--- src/rtl/seq_divider_pkg.sv ---
`default_nettype none
// ============================================================================
// seq_divider_pkg : shared types and constants for the sequential divider
// Revision 1.0
// ============================================================================
package seq_divider_pkg;

  typedef enum logic [1:0] {
    IDLE = 2'd0,
    CALC = 2'd1,
    FIX  = 2'd2,
    DONE = 2'd3
  } state_e;

  localparam logic [63:0] DIV0_QUOTIENT = '1;

  function automatic int unsigned cnt_width(input int unsigned width);
    return $clog2(width + 1);
  endfunction

  function automatic logic [63:0] most_neg(input int unsigned width);
    return 64'd1 << (width - 1);
  endfunction

endpackage
`default_nettype wire

--- src/rtl/seq_divider_lzc.sv ---
`default_nettype none
// ============================================================================
// seq_divider_lzc : leading-zero counter, returns WIDTH for an all-zero input
// Revision 1.0
// ============================================================================
module seq_divider_lzc #(
  parameter int unsigned WIDTH = 8,
  parameter int unsigned CNT_W = 4
) (
  input  logic [WIDTH-1:0] data_i,
  output logic [CNT_W-1:0] count_o
);

  // Ascending scan so the highest set bit is the last to win
  always_comb begin
    count_o = CNT_W'(WIDTH);
    for (int i = 0; i < WIDTH; i++) begin
      if (data_i[i]) count_o = CNT_W'(WIDTH - 1 - i);
    end
  end

endmodule
`default_nettype wire

--- src/rtl/seq_divider.sv ---
`default_nettype none
// ============================================================================
// seq_divider : radix-2 shift-subtract signed/unsigned divider, valid/ready I/O
// Optional SEQ_DIVIDER_EARLY_OUT_EN skips the dividend's leading zeros.
// Revision 1.0
// ============================================================================
module seq_divider
  import seq_divider_pkg::*;
#(
  parameter  int unsigned WIDTH = 8,
  localparam int unsigned CNT_W = cnt_width(WIDTH)
) (
  input  logic             clk,
  input  logic             rst_n,
  input  logic             in_valid,
  output logic             in_ready,
  input  logic             is_signed,
  input  logic [WIDTH-1:0] dividend,
  input  logic [WIDTH-1:0] divisor,
  output logic             out_valid,
  input  logic             out_ready,
  output logic [WIDTH-1:0] quotient,
  output logic [WIDTH-1:0] remainder,
  output logic             div_zero,
  output logic             overflow
);

  localparam logic [63:0]      MOST_NEG_64 = most_neg(WIDTH);
  localparam logic [WIDTH-1:0] MOST_NEG    = MOST_NEG_64[WIDTH-1:0];
  localparam logic [WIDTH-1:0] DIV0_Q      = DIV0_QUOTIENT[WIDTH-1:0];

  state_e           state_q;
  logic [CNT_W-1:0] cnt_q;
  logic [WIDTH-1:0] dvd_q, dvs_q, prem_q;
  logic             neg_quo_q, neg_rem_q, div0_q, ovf_q;
  logic             in_ready_q, out_valid_q, div_zero_q, overflow_q;
  logic [WIDTH-1:0] quotient_q, remainder_q;

  logic             sgn_dvd, sgn_dvs, dvs_zero, sgn_ovf;
  logic [WIDTH-1:0] abs_dvd, abs_dvs;
  logic [WIDTH:0]   shl_rem, sub_rem;
  logic             q_bit;
  logic [WIDTH-1:0] prem_d, dvd_d;

  assign sgn_dvd  = is_signed & dividend[WIDTH-1];
  assign sgn_dvs  = is_signed & divisor[WIDTH-1];
  // Unsigned W-bit magnitude is exact even for the most-negative operand
  assign abs_dvd  = sgn_dvd ? (~dividend + 1'b1) : dividend;
  assign abs_dvs  = sgn_dvs ? (~divisor + 1'b1) : divisor;
  assign dvs_zero = (divisor == '0);
  assign sgn_ovf  = is_signed && (dividend == MOST_NEG) && (divisor == '1);

  // Partial remainder stays below the divisor, so a W+1 bit borrow is a valid compare
  assign shl_rem = {prem_q, dvd_q[WIDTH-1]};
  assign sub_rem = shl_rem - {1'b0, dvs_q};
  assign q_bit   = ~sub_rem[WIDTH];
  assign prem_d  = q_bit ? sub_rem[WIDTH-1:0] : shl_rem[WIDTH-1:0];
  assign dvd_d   = {dvd_q[WIDTH-2:0], q_bit};

`ifdef SEQ_DIVIDER_EARLY_OUT_EN
  logic [CNT_W-1:0] lz;
  logic [CNT_W-1:0] cnt_init;
  logic [WIDTH-1:0] dvd_init;

  seq_divider_lzc #(
    .WIDTH (WIDTH),
    .CNT_W (CNT_W)
  ) u_lzc (
    .data_i  (abs_dvd),
    .count_o (lz)
  );

  assign cnt_init = (lz == CNT_W'(WIDTH)) ? CNT_W'(1) : (CNT_W'(WIDTH) - lz);
  assign dvd_init = abs_dvd << lz;
`else
  logic [CNT_W-1:0] cnt_init;
  logic [WIDTH-1:0] dvd_init;

  assign cnt_init = CNT_W'(WIDTH);
  assign dvd_init = abs_dvd;
`endif

  always_ff @(posedge clk or negedge rst_n) begin
    if (!rst_n) begin
      state_q     <= IDLE;
      cnt_q       <= '0;
      dvd_q       <= '0;
      dvs_q       <= '0;
      prem_q      <= '0;
      neg_quo_q   <= 1'b0;
      neg_rem_q   <= 1'b0;
      div0_q      <= 1'b0;
      ovf_q       <= 1'b0;
      in_ready_q  <= 1'b0;
      out_valid_q <= 1'b0;
      div_zero_q  <= 1'b0;
      overflow_q  <= 1'b0;
      quotient_q  <= '0;
      remainder_q <= '0;
    end else begin
      case (state_q)
        IDLE: begin
          in_ready_q <= 1'b1;
          if (in_valid && in_ready_q) begin
            in_ready_q <= 1'b0;
            div_zero_q <= 1'b0;
            overflow_q <= 1'b0;
            neg_quo_q  <= sgn_dvd ^ sgn_dvs;
            neg_rem_q  <= sgn_dvd;
            div0_q     <= dvs_zero;
            ovf_q      <= sgn_ovf;
            dvs_q      <= abs_dvs;
            prem_q     <= '0;
            if (dvs_zero || sgn_ovf) begin
              // Special cases report the raw dividend, so keep it unmodified
              dvd_q   <= dividend;
              cnt_q   <= '0;
              state_q <= FIX;
            end else begin
              dvd_q   <= dvd_init;
              cnt_q   <= cnt_init;
              state_q <= CALC;
            end
          end
        end
        CALC: begin
          dvd_q  <= dvd_d;
          prem_q <= prem_d;
          cnt_q  <= cnt_q - CNT_W'(1);
          if (cnt_q == CNT_W'(1)) state_q <= FIX;
        end
        FIX: begin
          if (div0_q) begin
            quotient_q  <= DIV0_Q;
            remainder_q <= dvd_q;
          end else if (ovf_q) begin
            quotient_q  <= dvd_q;
            remainder_q <= '0;
          end else begin
            quotient_q  <= neg_quo_q ? (~dvd_q + 1'b1) : dvd_q;
            remainder_q <= neg_rem_q ? (~prem_q + 1'b1) : prem_q;
          end
          div_zero_q  <= div0_q;
          overflow_q  <= ovf_q;
          out_valid_q <= 1'b1;
          state_q     <= DONE;
        end
        DONE: begin
          if (out_ready) begin
            out_valid_q <= 1'b0;
            in_ready_q  <= 1'b1;
            state_q     <= IDLE;
          end
        end
        default: state_q <= IDLE;
      endcase
    end
  end

  assign in_ready  = in_ready_q;
  assign out_valid = out_valid_q;
  assign quotient  = quotient_q;
  assign remainder = remainder_q;
  assign div_zero  = div_zero_q;
  assign overflow  = overflow_q;

endmodule
`default_nettype wire

--- config.mk ---
export PLATFORM = sky130hd
export DESIGN_NAME = seq_divider
export DESIGN_NICKNAME = d
export VERILOG_FILES = /design/src/rtl/seq_divider_pkg.sv /design/src/rtl/seq_divider_lzc.sv /design/src/rtl/seq_divider.sv
export SDC_FILE = /design/constraint.sdc
export NUM_CORES = 1
export LEC_CHECK = 0
export CAP_MARGIN = 30
export CORE_MARGIN = 2
export CORE_UTILIZATION = 41
export CTS_BUF_LIST = sky130_fd_sc_hd__clkbuf_16
export DETAILED_ROUTE_END_ITERATION = 6
export GPL_TIMING_DRIVEN = 0
export PLACE_DENSITY = 0.62
export RECOVER_POWER = 100
export SYNTH_ARGS = -nofsm -noshare
export SYNTH_HDL_FRONTEND = slang
export SYNTH_SLANG_ARGS = --single-unit
--- constraint.sdc ---
create_clock -name clk -period 3.7 [get_ports clk]
set_input_delay 0.74 -clock clk [delete_from_list [all_inputs] [get_ports clk]]
set_output_delay 0.74 -clock clk [all_outputs]
set_load 0.02 [all_outputs]
==> flow_summary.ini <==
[detailed_routing]
dr_total_vias = 3016
ant_nets = 0
first_pass_iters = 4
drt_iter0_drc = 152
viasPerCell = 5.36
wl_per_cell_um = 14.9
drc = 0
routed_wl_mm = 8.40

[final_layout]
fin_util_pct = 50.4
final_cell_area_mm2 = 0.00414
num-fill-cells = 813
syn_to_final_growth_pct = 19.0
layout-drive-gt1-share_pct = 2.84
antenna_cells = 0
layout.nets = 498

[timing]
layout_min_cycle_time_ps = 3390
skew_ps = 4.86
holdWs_ps = 480
relSlewSlack_pct = -4.97
drv_slew = 31
fin_tns_setup_ps = 0
maxClockFrequency_mhz = 295
worst_pin_slew_ps = 1570
setup_viol = 0
rsz0062_at_grt = false
hold_viol_final = 0
fin_crit_sh_pct = 91.7

[die]
die_h_um = 96.1
die_w_um = 96.1
start_util_pct = 42.4
core_area_mm2 = 0.00822
io_pins = 41
die_area_mm2 = 0.00924
rows = 33

[synth]
ys_types = 53
synth-main-ff-cell = dfrtp_1
yosysTopAreaCellShare_pct = 38.8
yosysTopAreaCell = dfrtp_1
yosysMostFrequentCell = dfrtp_1
syn_inst = 409
synth-seq-cells = 54
async_flop_share_pct = 100
synthesis.nets = 450
postSynthAreaPerCell_um2 = 8.51
netlist_area_mm2 = 0.00348
synthTopCellsByArea = dfrtp_1 (39%), ha_1 (6.8%), nand2_1 (5.7%), nor2_1 (5.1%), a21oi_1 (4.5%)
ys_warn_count = 0
ys_seq_area_share_pct = 38.8
synth-edff-count = 0
synthTopCellsByCount = dfrtp_1 (54), nand2_1 (53), nor2_1 (47)

[global_route]
grt_pass1_wl_mm = 13.8
use_met1_pct = 26.6
met2_usage_pct = 31.8
antenna_found_initial = 0
grt_max_degree = 31
grt_pass1_vias = 2832
grtUsageMet3_pct = 1.96
grt_use_total_pct = 19.2
gr-max-usage-layer = met2
overflow = 0

[critical_path]
start_kind = input pin
worstPathMaxFanout = 4
crit_required_ps = 3930
end_kind = register
arrival_ps = 3630
worstSetupPathType = in2reg

[clocking]
cts_buffers = 5
clkTransAtPathRegs_ps = 70
cts_tree = built
clockRootBuffer = clkbuf_16
clockBufferDepth = 2
postCtsSetupBuffers = 0
clkLatencyLatePin_ps = 290
cts_num_sinks = 54
cts_hold_buf = 0
cts.htree.levels = 2
cts_resized = 0

[power]
p_leak_nw = 1.79
vdd_ir_drop_max_mv = 0.259
power_mw = 3.61
powerDensity_mw_per_mm2 = 871

[hold_path]
hp-class = reg2reg

[placed_design]
io_buffers = 40
place_hpwl_mm = 6.56
gp_congestion = 0.843
placed_area_mm2 = 0.00403

[outcome]
status = complete, but fails checks
violations = capacitance limit, slew limit

[flow_run]
cap_violations = 1
## critical path: stages
cell	delay [ps]
dlygate4sd3_1	620
inv_1	110
ha_1	170
or3b_1	390
or4_1	500
or4_1	540
and2_4	210
o311ai_0	130
a31o_1	200
## state kept, by name, indices dropped and copies added (netlist names)
name,count
dvd_q,8
out_valid,1
overflow,1
div0_q,1
neg_rem_q,1
remainder,8
state_q,2
in_ready,1
cnt_q,4
dvs_q,8
prem_q,8
quotient,8
neg_quo_q,1
ovf_q,1
div_zero,1
## routing by layer
metal	vias to the layer above	part of all wire [%]
met5	-	0
met4	0	1.6
met3	11	4.3
met2	69	46
met1	1408	48
li1	1528	-
## placed cells by master, fill, tap and decap left out, drive strengths merged, types with 7 or more instances in the layout
master and count:
clkbuf 25, xor2 14, o21ai 32, inv 26, mux2i 10, xnor2 12
nand2b 9, dlygate4sd3 23, a21oi 32, clkdlybuf4s50 16, dfrtp 54, nor2 47
ha 19, or4 7, nand2 53, nor3 9
## kinds of logic (layout without fill, tap and decap cells)
family / count (synthesis) / in the layout / synth area share [%]
adder cells (fa/ha/maj): 20 / 20 / 7.40
buffers and inverters: 45 / 94 / 4.85
AO/OA/AOI/OAI: 106 / 106 / 19.2
multiplexers: 13 / 13 / 3.85
AND/OR/NAND/NOR: 145 / 145 / 19.3
flip-flops: 54 / 54 / 38.8
XOR/XNOR: 26 / 26 / 6.54
## report_power, final
| group | internal, mW | total [mW] | switching, mW |
|---|---|---|---|
| Combinational | 0.863 | 2.08 | 1.21 |
| Clock | 0.248 | 0.457 | 0.209 |
| Sequential | 0.848 | 1.08 | 0.228 |
## layout make-up
type,count,area [µm²],area share [%]
inverter,26,97.6,2.36
sequential,54,1350,32.6
clock inverter,3,16.3,0.393
buffer,19,71.3,1.72
tap,105,131,3.17
multi-input combinational,310,1950,47.1
clock buffer,5,125,3.02
timing repair buffer,41,398,9.61
## through the flow
step | worst slack, ps | instances
detailed placement | 175 | 555
CTS | 475 | 563
global placement | 168 | 554
floorplan | 869 | 409
global route | 217 | 563
finish | 307 | 563
## path summary, 6_finish.rpt
path                             startpoint         to  slack (ps)  cells after the start
worst max register to register     dvd_q[7]  prem_q[4]         630                     10
min in group asynchronous             rst_n  out_valid         730                      1
worst min register to register     dvs_q[5]   dvs_q[5]         480                      2
max in group asynchronous             rst_n  prem_q[0]         890                      2
worst max-delay path            dividend[0]   dvd_q[7]         310                      9
worst min-delay path               dvs_q[5]   dvs_q[5]         480                      2
Note: power is estimated with default switching activity, not from simulation.
